[src/rtl/perceptron_pkg.sv]
// Shared encodings, FSM states and arithmetic helpers for the perceptron layer.
package perceptron_pkg;

  localparam logic [1:0] ACT_LINEAR = 2'd0;
  localparam logic [1:0] ACT_RELU   = 2'd1;
  localparam logic [1:0] ACT_STEP   = 2'd2;

  typedef enum logic [1:0] {S_IDLE, S_MAC, S_FIN, S_DONE} state_e;

  function automatic int unsigned idx_w(input int unsigned n);
    return (n > 1) ? $clog2(n) : 1;
  endfunction

  // Clamp a wide signed value into a w-bit signed range.
  function automatic logic signed [63:0] saturate(input logic signed [63:0] v,
                                                  input int unsigned w);
    logic signed [63:0] hi;
    logic signed [63:0] lo;
    hi = (64'sd1 <<< (w - 1)) - 64'sd1;
    lo = -hi - 64'sd1;
    if (v > hi) return hi;
    if (v < lo) return lo;
    return v;
  endfunction

endpackage

[src/rtl/perceptron_layer_mac_unit.sv]
// Signed multiply-accumulate with synchronous clear and enable.
module mac_unit #(
  parameter int unsigned DATA_WIDTH = 8,
  parameter int unsigned ACC_WIDTH  = 19
) (
  input  logic                         clk,
  input  logic                         rst,
  input  logic                         clr,
  input  logic                         en,
  input  logic signed [DATA_WIDTH-1:0] a,
  input  logic signed [DATA_WIDTH-1:0] b,
  output logic signed [ACC_WIDTH-1:0]  acc
);

  logic signed [2*DATA_WIDTH-1:0] prod;
  logic signed [ACC_WIDTH-1:0]    acc_d;
  logic signed [ACC_WIDTH-1:0]    acc_q;

  always_comb begin
    prod  = a * b;
    acc_d = acc_q;
    if (clr)     acc_d = '0;
    else if (en) acc_d = acc_q + ACC_WIDTH'(prod);
  end

  always_ff @(posedge clk or posedge rst) begin
    if (rst) acc_q <= '0;
    else     acc_q <= acc_d;
  end

  assign acc = acc_q;

endmodule

[src/rtl/perceptron_layer.sv]
// Single-layer perceptron: register files, one shared MAC, activation,
// saturation, streamed neuron results and argmax class.
module perceptron_layer
  import perceptron_pkg::*;
#(
  parameter int unsigned IN_SIZE    = 4,
  parameter int unsigned OUT_SIZE   = 2,
  parameter int unsigned DATA_WIDTH = 8,
  parameter int unsigned OUT_WIDTH  = 2 * DATA_WIDTH
) (
  input  logic                                      clk,
  input  logic                                      rst,
  input  logic                                      w_wen,
  input  logic [idx_w(IN_SIZE*OUT_SIZE)-1:0]        w_addr,
  input  logic signed [DATA_WIDTH-1:0]              w_data,
  input  logic                                      b_wen,
  input  logic [idx_w(OUT_SIZE)-1:0]                b_addr,
  input  logic signed [DATA_WIDTH-1:0]              b_data,
  input  logic                                      x_wen,
  input  logic [idx_w(IN_SIZE)-1:0]                 x_addr,
  input  logic signed [DATA_WIDTH-1:0]              x_data,
  input  logic [1:0]                                act_mode,
  input  logic                                      start,
  output logic                                      busy,
  output logic                                      out_valid,
  output logic [idx_w(OUT_SIZE)-1:0]                out_idx,
  output logic signed [OUT_WIDTH-1:0]               out_data,
  output logic [idx_w(OUT_SIZE)-1:0]                class_idx,
  output logic                                      done
);

  localparam int unsigned ACC_WIDTH = 2 * DATA_WIDTH + $clog2(IN_SIZE) + 1;
  localparam int unsigned W_NUM     = IN_SIZE * OUT_SIZE;
  localparam int unsigned WAW       = idx_w(W_NUM);
  localparam int unsigned JW        = idx_w(OUT_SIZE);
  localparam int unsigned IW        = idx_w(IN_SIZE);

  logic signed [DATA_WIDTH-1:0] w_q [W_NUM];
  logic signed [DATA_WIDTH-1:0] w_d [W_NUM];
  logic signed [DATA_WIDTH-1:0] b_q [OUT_SIZE];
  logic signed [DATA_WIDTH-1:0] b_d [OUT_SIZE];
  logic signed [DATA_WIDTH-1:0] x_q [IN_SIZE];
  logic signed [DATA_WIDTH-1:0] x_d [IN_SIZE];

  state_e                state_q, state_d;
  logic [IW-1:0]         i_q, i_d;
  logic [JW-1:0]         j_q, j_d;
  logic [1:0]            act_q, act_d;
  logic signed [OUT_WIDTH-1:0] best_q, best_d;
  logic [JW-1:0]         best_idx_q, best_idx_d;
  logic                  busy_q, busy_d;
  logic                  out_valid_q, out_valid_d;
  logic [JW-1:0]         out_idx_q, out_idx_d;
  logic signed [OUT_WIDTH-1:0] out_data_q, out_data_d;
  logic [JW-1:0]         class_idx_q, class_idx_d;
  logic                  done_q, done_d;

  logic                  mac_clr, mac_en;
  logic [WAW-1:0]        w_idx;
  logic signed [ACC_WIDTH-1:0] acc;
  logic signed [63:0]    biased;
  logic signed [OUT_WIDTH-1:0] r_sat;
  logic signed [OUT_WIDTH-1:0] act_val;

  assign w_idx = WAW'(32'(j_q) * IN_SIZE + 32'(i_q));

  mac_unit #(
    .DATA_WIDTH (DATA_WIDTH),
    .ACC_WIDTH  (ACC_WIDTH)
  ) u_mac (
    .clk (clk),
    .rst (rst),
    .clr (mac_clr),
    .en  (mac_en),
    .a   (w_q[w_idx]),
    .b   (x_q[i_q]),
    .acc (acc)
  );

  // Bias add, saturation and activation of the finished neuron.
  always_comb begin
    biased  = 64'(acc) + 64'(b_q[j_q]);
    r_sat   = OUT_WIDTH'(saturate(biased, OUT_WIDTH));
    act_val = r_sat;
    case (act_q)
      ACT_RELU: if (r_sat[OUT_WIDTH-1]) act_val = '0;
      ACT_STEP: act_val = (!r_sat[OUT_WIDTH-1] && (r_sat != '0)) ? OUT_WIDTH'(1) : '0;
      default:  act_val = r_sat;
    endcase
  end

  always_comb begin
    state_d     = state_q;
    i_d         = i_q;
    j_d         = j_q;
    act_d       = act_q;
    best_d      = best_q;
    best_idx_d  = best_idx_q;
    busy_d      = busy_q;
    out_valid_d = 1'b0;
    out_idx_d   = out_idx_q;
    out_data_d  = out_data_q;
    class_idx_d = class_idx_q;
    done_d      = 1'b0;
    w_d         = w_q;
    b_d         = b_q;
    x_d         = x_q;
    mac_clr     = 1'b0;
    mac_en      = 1'b0;

    if (state_q == S_IDLE) begin
      if (w_wen && (32'(w_addr) < W_NUM))    w_d[w_addr] = w_data;
      if (b_wen && (32'(b_addr) < OUT_SIZE)) b_d[b_addr] = b_data;
      if (x_wen && (32'(x_addr) < IN_SIZE))  x_d[x_addr] = x_data;
    end

    case (state_q)
      S_IDLE: begin
        if (start) begin
          state_d    = S_MAC;
          act_d      = act_mode;
          i_d        = '0;
          j_d        = '0;
          best_d     = '0;
          best_idx_d = '0;
          busy_d     = 1'b1;
          mac_clr    = 1'b1;
        end
      end
      S_MAC: begin
        mac_en = 1'b1;
        if (32'(i_q) == IN_SIZE - 1) begin
          i_d     = '0;
          state_d = S_FIN;
        end else begin
          i_d = i_q + IW'(1);
        end
      end
      S_FIN: begin
        out_valid_d = 1'b1;
        out_idx_d   = j_q;
        out_data_d  = act_val;
        mac_clr     = 1'b1;
        // Strict compare: ties keep the lower index.
        if ((j_q == '0) || (act_val > best_q)) begin
          best_d     = act_val;
          best_idx_d = j_q;
        end
        if (32'(j_q) == OUT_SIZE - 1) begin
          state_d = S_DONE;
        end else begin
          j_d     = j_q + JW'(1);
          state_d = S_MAC;
        end
      end
      S_DONE: begin
        done_d      = 1'b1;
        busy_d      = 1'b0;
        class_idx_d = best_idx_q;
        state_d     = S_IDLE;
      end
      default: state_d = S_IDLE;
    endcase
  end

  always_ff @(posedge clk or posedge rst) begin
    if (rst) begin
      state_q     <= S_IDLE;
      i_q         <= '0;
      j_q         <= '0;
      act_q       <= ACT_LINEAR;
      best_q      <= '0;
      best_idx_q  <= '0;
      busy_q      <= 1'b0;
      out_valid_q <= 1'b0;
      out_idx_q   <= '0;
      out_data_q  <= '0;
      class_idx_q <= '0;
      done_q      <= 1'b0;
      w_q         <= '{default: '0};
      b_q         <= '{default: '0};
      x_q         <= '{default: '0};
    end else begin
      state_q     <= state_d;
      i_q         <= i_d;
      j_q         <= j_d;
      act_q       <= act_d;
      best_q      <= best_d;
      best_idx_q  <= best_idx_d;
      busy_q      <= busy_d;
      out_valid_q <= out_valid_d;
      out_idx_q   <= out_idx_d;
      out_data_q  <= out_data_d;
      class_idx_q <= class_idx_d;
      done_q      <= done_d;
      w_q         <= w_d;
      b_q         <= b_d;
      x_q         <= x_d;
    end
  end

  assign busy      = busy_q;
  assign out_valid = out_valid_q;
  assign out_idx   = out_idx_q;
  assign out_data  = out_data_q;
  assign class_idx = class_idx_q;
  assign done      = done_q;

endmodule

[config.mk]
export PLATFORM = sky130hd
export DESIGN_NAME = perceptron_layer
export DESIGN_NICKNAME = d
export VERILOG_FILES = /design/src/rtl/perceptron_pkg.sv /design/src/rtl/perceptron_layer_mac_unit.sv /design/src/rtl/perceptron_layer.sv
export SDC_FILE = /design/constraint.sdc
export NUM_CORES = 1
export LEC_CHECK = 0
export BUFFER_PORTS_ARGS = -buffer_cell sky130_fd_sc_hd__buf_2
export CAP_MARGIN = 20
export CELL_PAD_IN_SITES_DETAIL_PLACEMENT = 0
export CELL_PAD_IN_SITES_GLOBAL_PLACEMENT = 2
export CORE_ASPECT_RATIO = 2
export CORE_MARGIN = 2
export CORE_UTILIZATION = 46
export DETAILED_ROUTE_END_ITERATION = 10
export HOLD_SLACK_MARGIN = 0.03
export PLACE_DENSITY_LB_ADDON = 0.1
export SYNTH_ARGS = -nofsm -noshare
export SYNTH_HDL_FRONTEND = slang
export SYNTH_SLANG_ARGS = --single-unit
[constraint.sdc]
create_clock -name clk -period 11.4 [get_ports clk]
set_input_delay 1.71 -clock clk [delete_from_list [all_inputs] [get_ports clk]]
set_output_delay 1.71 -clock clk [all_outputs]
set_load 0.02 [all_outputs]
==> impl_metrics.env, run 1 <==
export IMPL_via_per_inst=5.491
export IMPL_drt_wl_total_mm=30.65
export IMPL_rsz0062_at_grt="no"
export IMPL_synthMuxAreaShare=0.1691
export IMPL_critPathCaptureType="flip-flop"
export IMPL_antenna_found_initial=1
export IMPL_final_layout_size_suffix_gt1_frac=0.2269
export IMPL_fill_cells=2479
export IMPL_crit_buf_inv=3
export IMPL_worst_slew_pin_slew_ns=0.9727
export IMPL_clockBufferDepth=2
export IMPL_dr_pass1_iters=4
export IMPL_start_util=0.4682
export IMPL_holdPathEnd="out_data[6]"
export IMPL_hold_depth=2
export IMPL_slowest_stage="nand2b_1"
export IMPL_relSlewSlack=0.3445
export IMPL_grt_pass1_vias=9455
export IMPL_path_max_fanout=27
export IMPL_reg2reg_from="i_q[0]"
export IMPL_cts_resized_gates=0
export IMPL_grt_max_degree=100
export IMPL_ys_ff_latch=176
export IMPL_reg2regPathDepth=19
export IMPL_globalRouteTotalUtil=0.2266
export IMPL_ys_warn_count=0
export IMPL_portBuffers=58
export IMPL_final_util=0.5181
export IMPL_outcome="finished, final reports clean"
export IMPL_layout_nets=1395
export IMPL_hold_class="flip-flop to flip-flop"
export IMPL_setup_viol=0
export IMPL_dp_hpwl_mm=24.65
export IMPL_cts_tree="built"
export IMPL_synth_top_family_by_area="adder cells"
export IMPL_path_common_cell="fa_1"
export IMPL_synthFlopType="dfrtp_1"
export IMPL_synthAdderAreaFrac=0.2165
export IMPL_yosysTopAreaCell="dfrtp_1"
export IMPL_ff_latch_area_um2=4404
export IMPL_io_pins=59
export IMPL_cpPeakStageDelay_ns=0.58
export IMPL_globalplace_congestion=0.8111
export IMPL_die_h_um=238.0
export IMPL_cts_hold_buf=0
export IMPL_tns_ns=0
export IMPL_clkTransAtPathRegs_ns=0.08
export IMPL_skew_ns=0.01221
export IMPL_ant_nets=0
export IMPL_r2r_end="u_mac.acc[17]"
export IMPL_areaGrowthSynthToFinish_pct=10.66
export IMPL_htreeDepth=4
export IMPL_cts_inserted_buffers=17
export IMPL_yosysSeqAreaShare=0.3496
export IMPL_yosys_area_share_simple=0.09674
export IMPL_syn_nets=1332
export IMPL_drtIter0Drc=191
export IMPL_synth_top_cells_by_area="dfrtp_1 35%, fa_1 14%, mux2_2 12%, ha_1 8.1%, mux4_2 4.3%"
export IMPL_syn_avg_cell_area_um2=11.18
export IMPL_crit_family="adder cells"
export IMPL_rows=85
export IMPL_yosysUniqueCellTypes=70
export IMPL_syn_area_um2=12600
export IMPL_root_buffer="clkbuf_16"
export IMPL_post_cts_buffers=0
export IMPL_cts_sinks=176
export IMPL_yosysMostFrequentCell="dfrtp_1"
export IMPL_path_cells="buf_4, mux4_2, mux2i_1, nand2b_1, inv_1, fa_1, fa_1, fa_1, fa_1, fa_1, ha_1, inv_1, o21ai_0, a21oi_1, o21ai_0, a2111oi_0, o41ai_1, xnor2_1, o21ai_0"
export IMPL_synth_top_area_frac=0.3496
export IMPL_maxCapViolCount=0
export IMPL_post_dp_cell_area_um2=13320
export IMPL_worstPathArrival_ns=7.59
export IMPL_synth_compound_area_share=0.1019
export IMPL_post_route_min_period_ns=7.256
export IMPL_start_kind="flip-flop"
export IMPL_max_freq_ghz=0.1378
export IMPL_gr_total_overflow=0
export IMPL_clkLatencyLatePin_ns=0.46
export IMPL_dieArea_um2=28810
export IMPL_crit_type="flip-flop to flip-flop"
export IMPL_crit_required_ns=11.73
export IMPL_fin_crit_sh=0.6365
export IMPL_synth_common_cells="176 x dfrtp_1, 137 x inv_1, 134 x mux2_2"
export IMPL_multi_input_area_um2=7561
export IMPL_synthArstFlopShare=1.000
export IMPL_fp_dieW_um=121.0
export IMPL_synth_edf_count=0
export IMPL_grt_pass1_wl_mm=48.98
export IMPL_vias=8516
export IMPL_core_um2=26910
export IMPL_diodes=0
export IMPL_synth_cells=1127
export IMPL_reg2reg_setup_slack_ns=4.14
export IMPL_post_drt_wl_per_cell_um=19.76
export IMPL_synthXorXnorAreaFrac=0.01599
export IMPL_timing_hold_ws_ns=0.4719
export IMPL_slew_violations=0
export IMPL_hp_start="out_data[6]"
export IMPL_drcViolationCount=0
export IMPL_hold_viol=0
export IMPL_fin_area_um2=13940
through the flow:
stage               instances  setup slack, ns
floorplan                1127            4.680
global placement         1519            4.068
detailed placement       1519            3.983
CTS                      1551            3.979
global route             1551            3.633
finish                   1551            4.144
state kept, by name (all words and copies together) (netlist names):
| register | cells |
|---|---|
| busy | 1 |
| b_q | 16 |
| out_valid | 1 |
| u_mac.acc | 19 |
| i_q | 2 |
| class_idx | 1 |
| done | 1 |
| x_q | 32 |
| out_data | 16 |
| state_q | 2 |
| best_idx_q | 1 |
| j_q | 1 |
| out_idx | 1 |
| act_q | 2 |
| w_q | 64 |
| best_q | 16 |
how the worst max path moves through the flow:
stage	endpoint	startpoint	slack [ns]	cells past startpoint
floorplan	u_mac.acc[17]	i_q[0]	4.68	20
global placement	u_mac.acc[17]	i_q[0]	4.07	19
detailed placement	u_mac.acc[17]	i_q[0]	3.98	19
CTS	u_mac.acc[17]	i_q[0]	3.98	19
global route	u_mac.acc[17]	i_q[0]	3.63	19
finish	u_mac.acc[17]	i_q[0]	4.14	19
tightest hold or removal path, cell delays in order (launching register included):
cell	delay (ns)
dfrtp_1	0.34
nand2_1	0.05
nand2_1	0.05
cell type report:
class                   count  area share
clock inverters            14     0.01346
repair buffers             73     0.02890
well taps                 348     0.03124
multi-input cells         785      0.5424
inverters                 137     0.03725
flip-flops and latches    176      0.3160
clock buffers              18     0.03079
layout by cell type (no fill, tap or decap), types with 9 or more instances in the layout:
master	Yosys	routed
a21o_1	22	22
a21oi_1	31	31
a22o_1	13	13
and2_1	14	14
and3_1	10	10
buf_2	1	58
buf_4	0	15
clkbuf_16	0	17
dfrtp_1	176	176
fa_1	85	85
ha_1	82	82
inv_1	137	136
mux2_2	134	134
mux4_2	24	24
nand2_1	101	101
nand2b_1	19	19
nand3_1	10	10
nor2_1	37	37
nor2b_1	25	25
o21ai_0	29	29
o31ai_1	9	9
or3_1	9	9
xnor2_1	15	15
cells by family (layout without fill, tap and decap cells):
logic type | after synthesis | after routing
compound gates | 180 | 180
fa+ha+maj | 167 | 167
buf+inv | 166 | 242
mux | 166 | 166
xor+xnor | 23 | 23
simple gates | 249 | 249
flops | 176 | 176
layer usage:
layer,up-vias,global-route usage,part of all wire
met3,69,0.03059,0.018
met5,-,0,0
met1,4307,0.2042,0.33
li1,4036,-,-
met4,0,0.1075,0.042
met2,104,0.4695,0.61
Power of run 1 is left out: the tool's default activity adds up to more than one toggle a clock period on the data nets, which glitch-free logic cannot reach.
==> run 2: changes to the inputs <==
--- a/config.mk
+++ b/config.mk
@@ -5,13 +5,14 @@
 export SDC_FILE = /design/constraint.sdc
 export NUM_CORES = 1
 export LEC_CHECK = 0
+export ABC_AREA = 1
 export BUFFER_PORTS_ARGS = -buffer_cell sky130_fd_sc_hd__buf_2
 export CAP_MARGIN = 20
 export CELL_PAD_IN_SITES_DETAIL_PLACEMENT = 0
 export CELL_PAD_IN_SITES_GLOBAL_PLACEMENT = 2
 export CORE_ASPECT_RATIO = 2
 export CORE_MARGIN = 2
-export CORE_UTILIZATION = 46
+export CORE_UTILIZATION = 38
 export DETAILED_ROUTE_END_ITERATION = 10
 export HOLD_SLACK_MARGIN = 0.03
 export PLACE_DENSITY_LB_ADDON = 0.1
==> constraint.sdc (replaced) <==
create_clock -name clk -period 7 [get_ports clk]
set_input_delay 1.05 -clock clk [delete_from_list [all_inputs] [get_ports clk]]
set_output_delay 1.05 -clock clk [all_outputs]
set_load 0.02 [all_outputs]
==> run 2 against run 1 <==
Non-clock buffer count up 7. Critical path depth down 1. Register-to-register slack worse by 3.6 ns. Critical path type unchanged. First-iteration DRC count up 100%. Flip-flop and latch count unchanged. Maximum frequency up 13%. Hold slack better by 0.0019 ns. Die area up 19%. Cell count up 31%. Count of clock-buffer cells in the layout up 2. Design area down 0.18%.
==> impl_metrics.env, run 2 <==
export IMPL_final_layout_size_suffix_gt1_frac=0.09193
export IMPL_synthFlopType="dfrtp_1"
export IMPL_io_pins=59
export IMPL_critPathCaptureType="flip-flop"
export IMPL_clkLatencyLatePin_ns=0.46
export IMPL_path_max_fanout=16
export IMPL_post_route_min_period_ns=6.419
export IMPL_ant_nets=0
export IMPL_regMostFlops="w_q"
export IMPL_globalRouteTotalUtil=0.2185
export IMPL_outcome="finished, final reports clean"
export IMPL_hold_viol=0
export IMPL_cts_sinks=176
export IMPL_gr_usage_met1=0.2060
export IMPL_synth_edf_count=0
export IMPL_ys_warn_count=0
export IMPL_relSlewSlack=0.3591
export IMPL_globalplace_congestion=0.8401
export IMPL_layout_nets=1791
export IMPL_synth_top_area_frac=0.3528
export IMPL_dp_hpwl_mm=28.77
export IMPL_clkTransAtPathRegs_ns=0.07
export IMPL_setup_viol=0
export IMPL_rows=93
export IMPL_yosysTopAreaCell="dfrtp_1"
export IMPL_antenna_found_initial=0
export IMPL_post_drt_wl_per_cell_um=17.81
export IMPL_fill_cells=3415
export IMPL_start_kind="flip-flop"
export IMPL_htreeDepth=4
export IMPL_cts_hold_buf=0
export IMPL_tns_ns=0
export IMPL_max_freq_ghz=0.1558
export IMPL_die_h_um=260.3
export IMPL_grt_max_degree=102
export IMPL_largest_register_ffs=64
export IMPL_core_um2=32230
export IMPL_cts_resized_gates=0
export IMPL_slew_violations=0
export IMPL_root_buffer="clkbuf_16"
export IMPL_worst_slack_ns=0.5813
export IMPL_maxCapViolCount=0
export IMPL_cpPeakStageDelay_ns=0.73
export IMPL_diodes=0
export IMPL_grt_pass1_vias=10680
export IMPL_layout_common_cells="389 x nand2_1, 233 x inv_1, 176 x dfrtp_1, 174 x o21ai_0, 114 x nor2_1"
export IMPL_syn_nets=1736
export IMPL_drt_wl_total_mm=36.09
export IMPL_areaGrowthSynthToFinish_pct=11.48
export IMPL_hold_class="flip-flop to flip-flop"
export IMPL_ys_ff_latch=176
export IMPL_skew_ns=0.01380
export IMPL_clockBufferDepth=2
export IMPL_yosysMostFrequentCell="nand2_1"
export IMPL_fin_crit_sh=0.9170
export IMPL_path_cells="inv_1, buf_4, a21oi_1, a32o_1, nor2_1, fa_1, inv_1, fa_1, inv_1, fa_1, fa_1, ha_1, ha_1, a21oi_1, o2111ai_1, a31oi_1, xor2_1, o31ai_1"
export IMPL_dpl_worst_slack_ns=0.5975
export IMPL_crit_type="flip-flop to flip-flop"
export IMPL_synthArstFlopShare=1.000
export IMPL_layout_commonest_cell="nand2_1"
export IMPL_syn_area_um2=12480
export IMPL_post_cts_buffers=0
export IMPL_path_common_cell="fa_1"
export IMPL_crit_required_ns=7.33
export IMPL_fp_dieW_um=132.2
export IMPL_dr_pass1_iters=5
export IMPL_start_util=0.3873
export IMPL_gr_total_overflow=0
export IMPL_synth_top_cells_by_area="dfrtp_1 35%, fa_1 14%, nand2_1 12%, ha_1 8.2%, inv_1 7.0%"
export IMPL_grtUsageMet3=0.02525
export IMPL_synth_common_cells="389 x nand2_1, 234 x inv_1, 176 x dfrtp_1"
export IMPL_rsz0062_at_grt="no"
export IMPL_yosysSeqAreaShare=0.3528
export IMPL_cts_inserted_buffers=17
export IMPL_synth_cells=1531
export IMPL_via_per_inst=4.966
export IMPL_grt_pass1_wl_mm=57.29
export IMPL_worst_slew_pin_slew_ns=0.9613
export IMPL_drtIter0Drc=389
export IMPL_slowest_stage="fa_1"
export IMPL_grt_use_met2=0.4481
export IMPL_cts_tree="built"
export IMPL_yosysUniqueCellTypes=46
export IMPL_dieArea_um2=34400
export IMPL_syn_avg_cell_area_um2=8.153
export IMPL_portBuffers=58
export IMPL_worstPathArrival_ns=6.74
export IMPL_vias=10060
export IMPL_top_usage_layer="met2"
export IMPL_drcViolationCount=0
run 2: cell count changes after synthesis, moves of 24 or more:
| cell | before | now |
|---|---|---|
| a21oi_1 | 31 | 79 |
| inv_1 | 137 | 234 |
| mux2_2 | 134 | 0 |
| mux4_2 | 24 | 0 |
| nand2_1 | 101 | 389 |
| nor2_1 | 37 | 114 |
| nor2b_1 | 25 | 0 |
| o21ai_0 | 29 | 174 |
run 2: final cells by class:
cell class	instances	area (µm²)	area share
multi-input cells	1074	6997	0.5028
well taps	427	534.3	0.03840
clock inverters	12	136.4	0.009801
clock buffers	20	456.7	0.03282
repair buffers	80	491.7	0.03534
flip-flops and latches	176	4404	0.3165
inverters	237	894.6	0.06429
run 2: logic make-up after synthesis:
group,Yosys count,synth area share
simple gates,573,0.1859
compound gates,316,0.1419
buf+inv,281,0.08661
flops,176,0.3528
fa+ha+maj,167,0.2185
xor+xnor,18,0.01413
run 2: critical path, delay by kind of cell, from the launching register on:
kind                       cells  cell delay, ns
xor gates and xnor gates       1            0.19
adders and majority gates      6            3.05
AOI/OAI and AO/OA              6            1.41
DFF                            1            0.64
buffers and inverters          4            0.77
and+or+nand+nor                1            0.22
run 2: layer usage:
layer  vias up  part of all wire
li1       5002                 -
met1      4834              0.35
met2       157              0.58
met3        68             0.018
met4         0             0.051
met5         -                 0
run 2: worst paths after layout:
path	start	to	slack (ns)	cells after the start
worst min-delay path	out_data[9]	out_data[9]	0.47	2
worst min register to register	out_data[9]	out_data[9]	0.47	2
worst max-delay path	i_q[1]	u_mac.acc[18]	0.58	18
max in group asynchronous	rst	u_mac.acc[13]	5.03	4
min in group asynchronous	rst	b_q[9]	0.77	2
worst max register to register	i_q[1]	u_mac.acc[18]	0.58	18
run 2: stage by stage:
| step | hold WS [ns] | std cells | area (µm²) | utilization |
|---|---|---|---|---|
| floorplan | 0.4451 | 1531 | 12480 | - |
| global placement | 0.4581 | 1992 | 13280 | 0.4121 |
| detailed placement | 0.4606 | 1992 | 13280 | 0.4121 |
| CTS | 0.4803 | 2024 | 13880 | 0.4305 |
| global route | 0.5009 | 2026 | 13910 | 0.4317 |
| finish | 0.4738 | 2026 | 13910 | 0.4317 |
Power of run 2 is left out for the same reason.
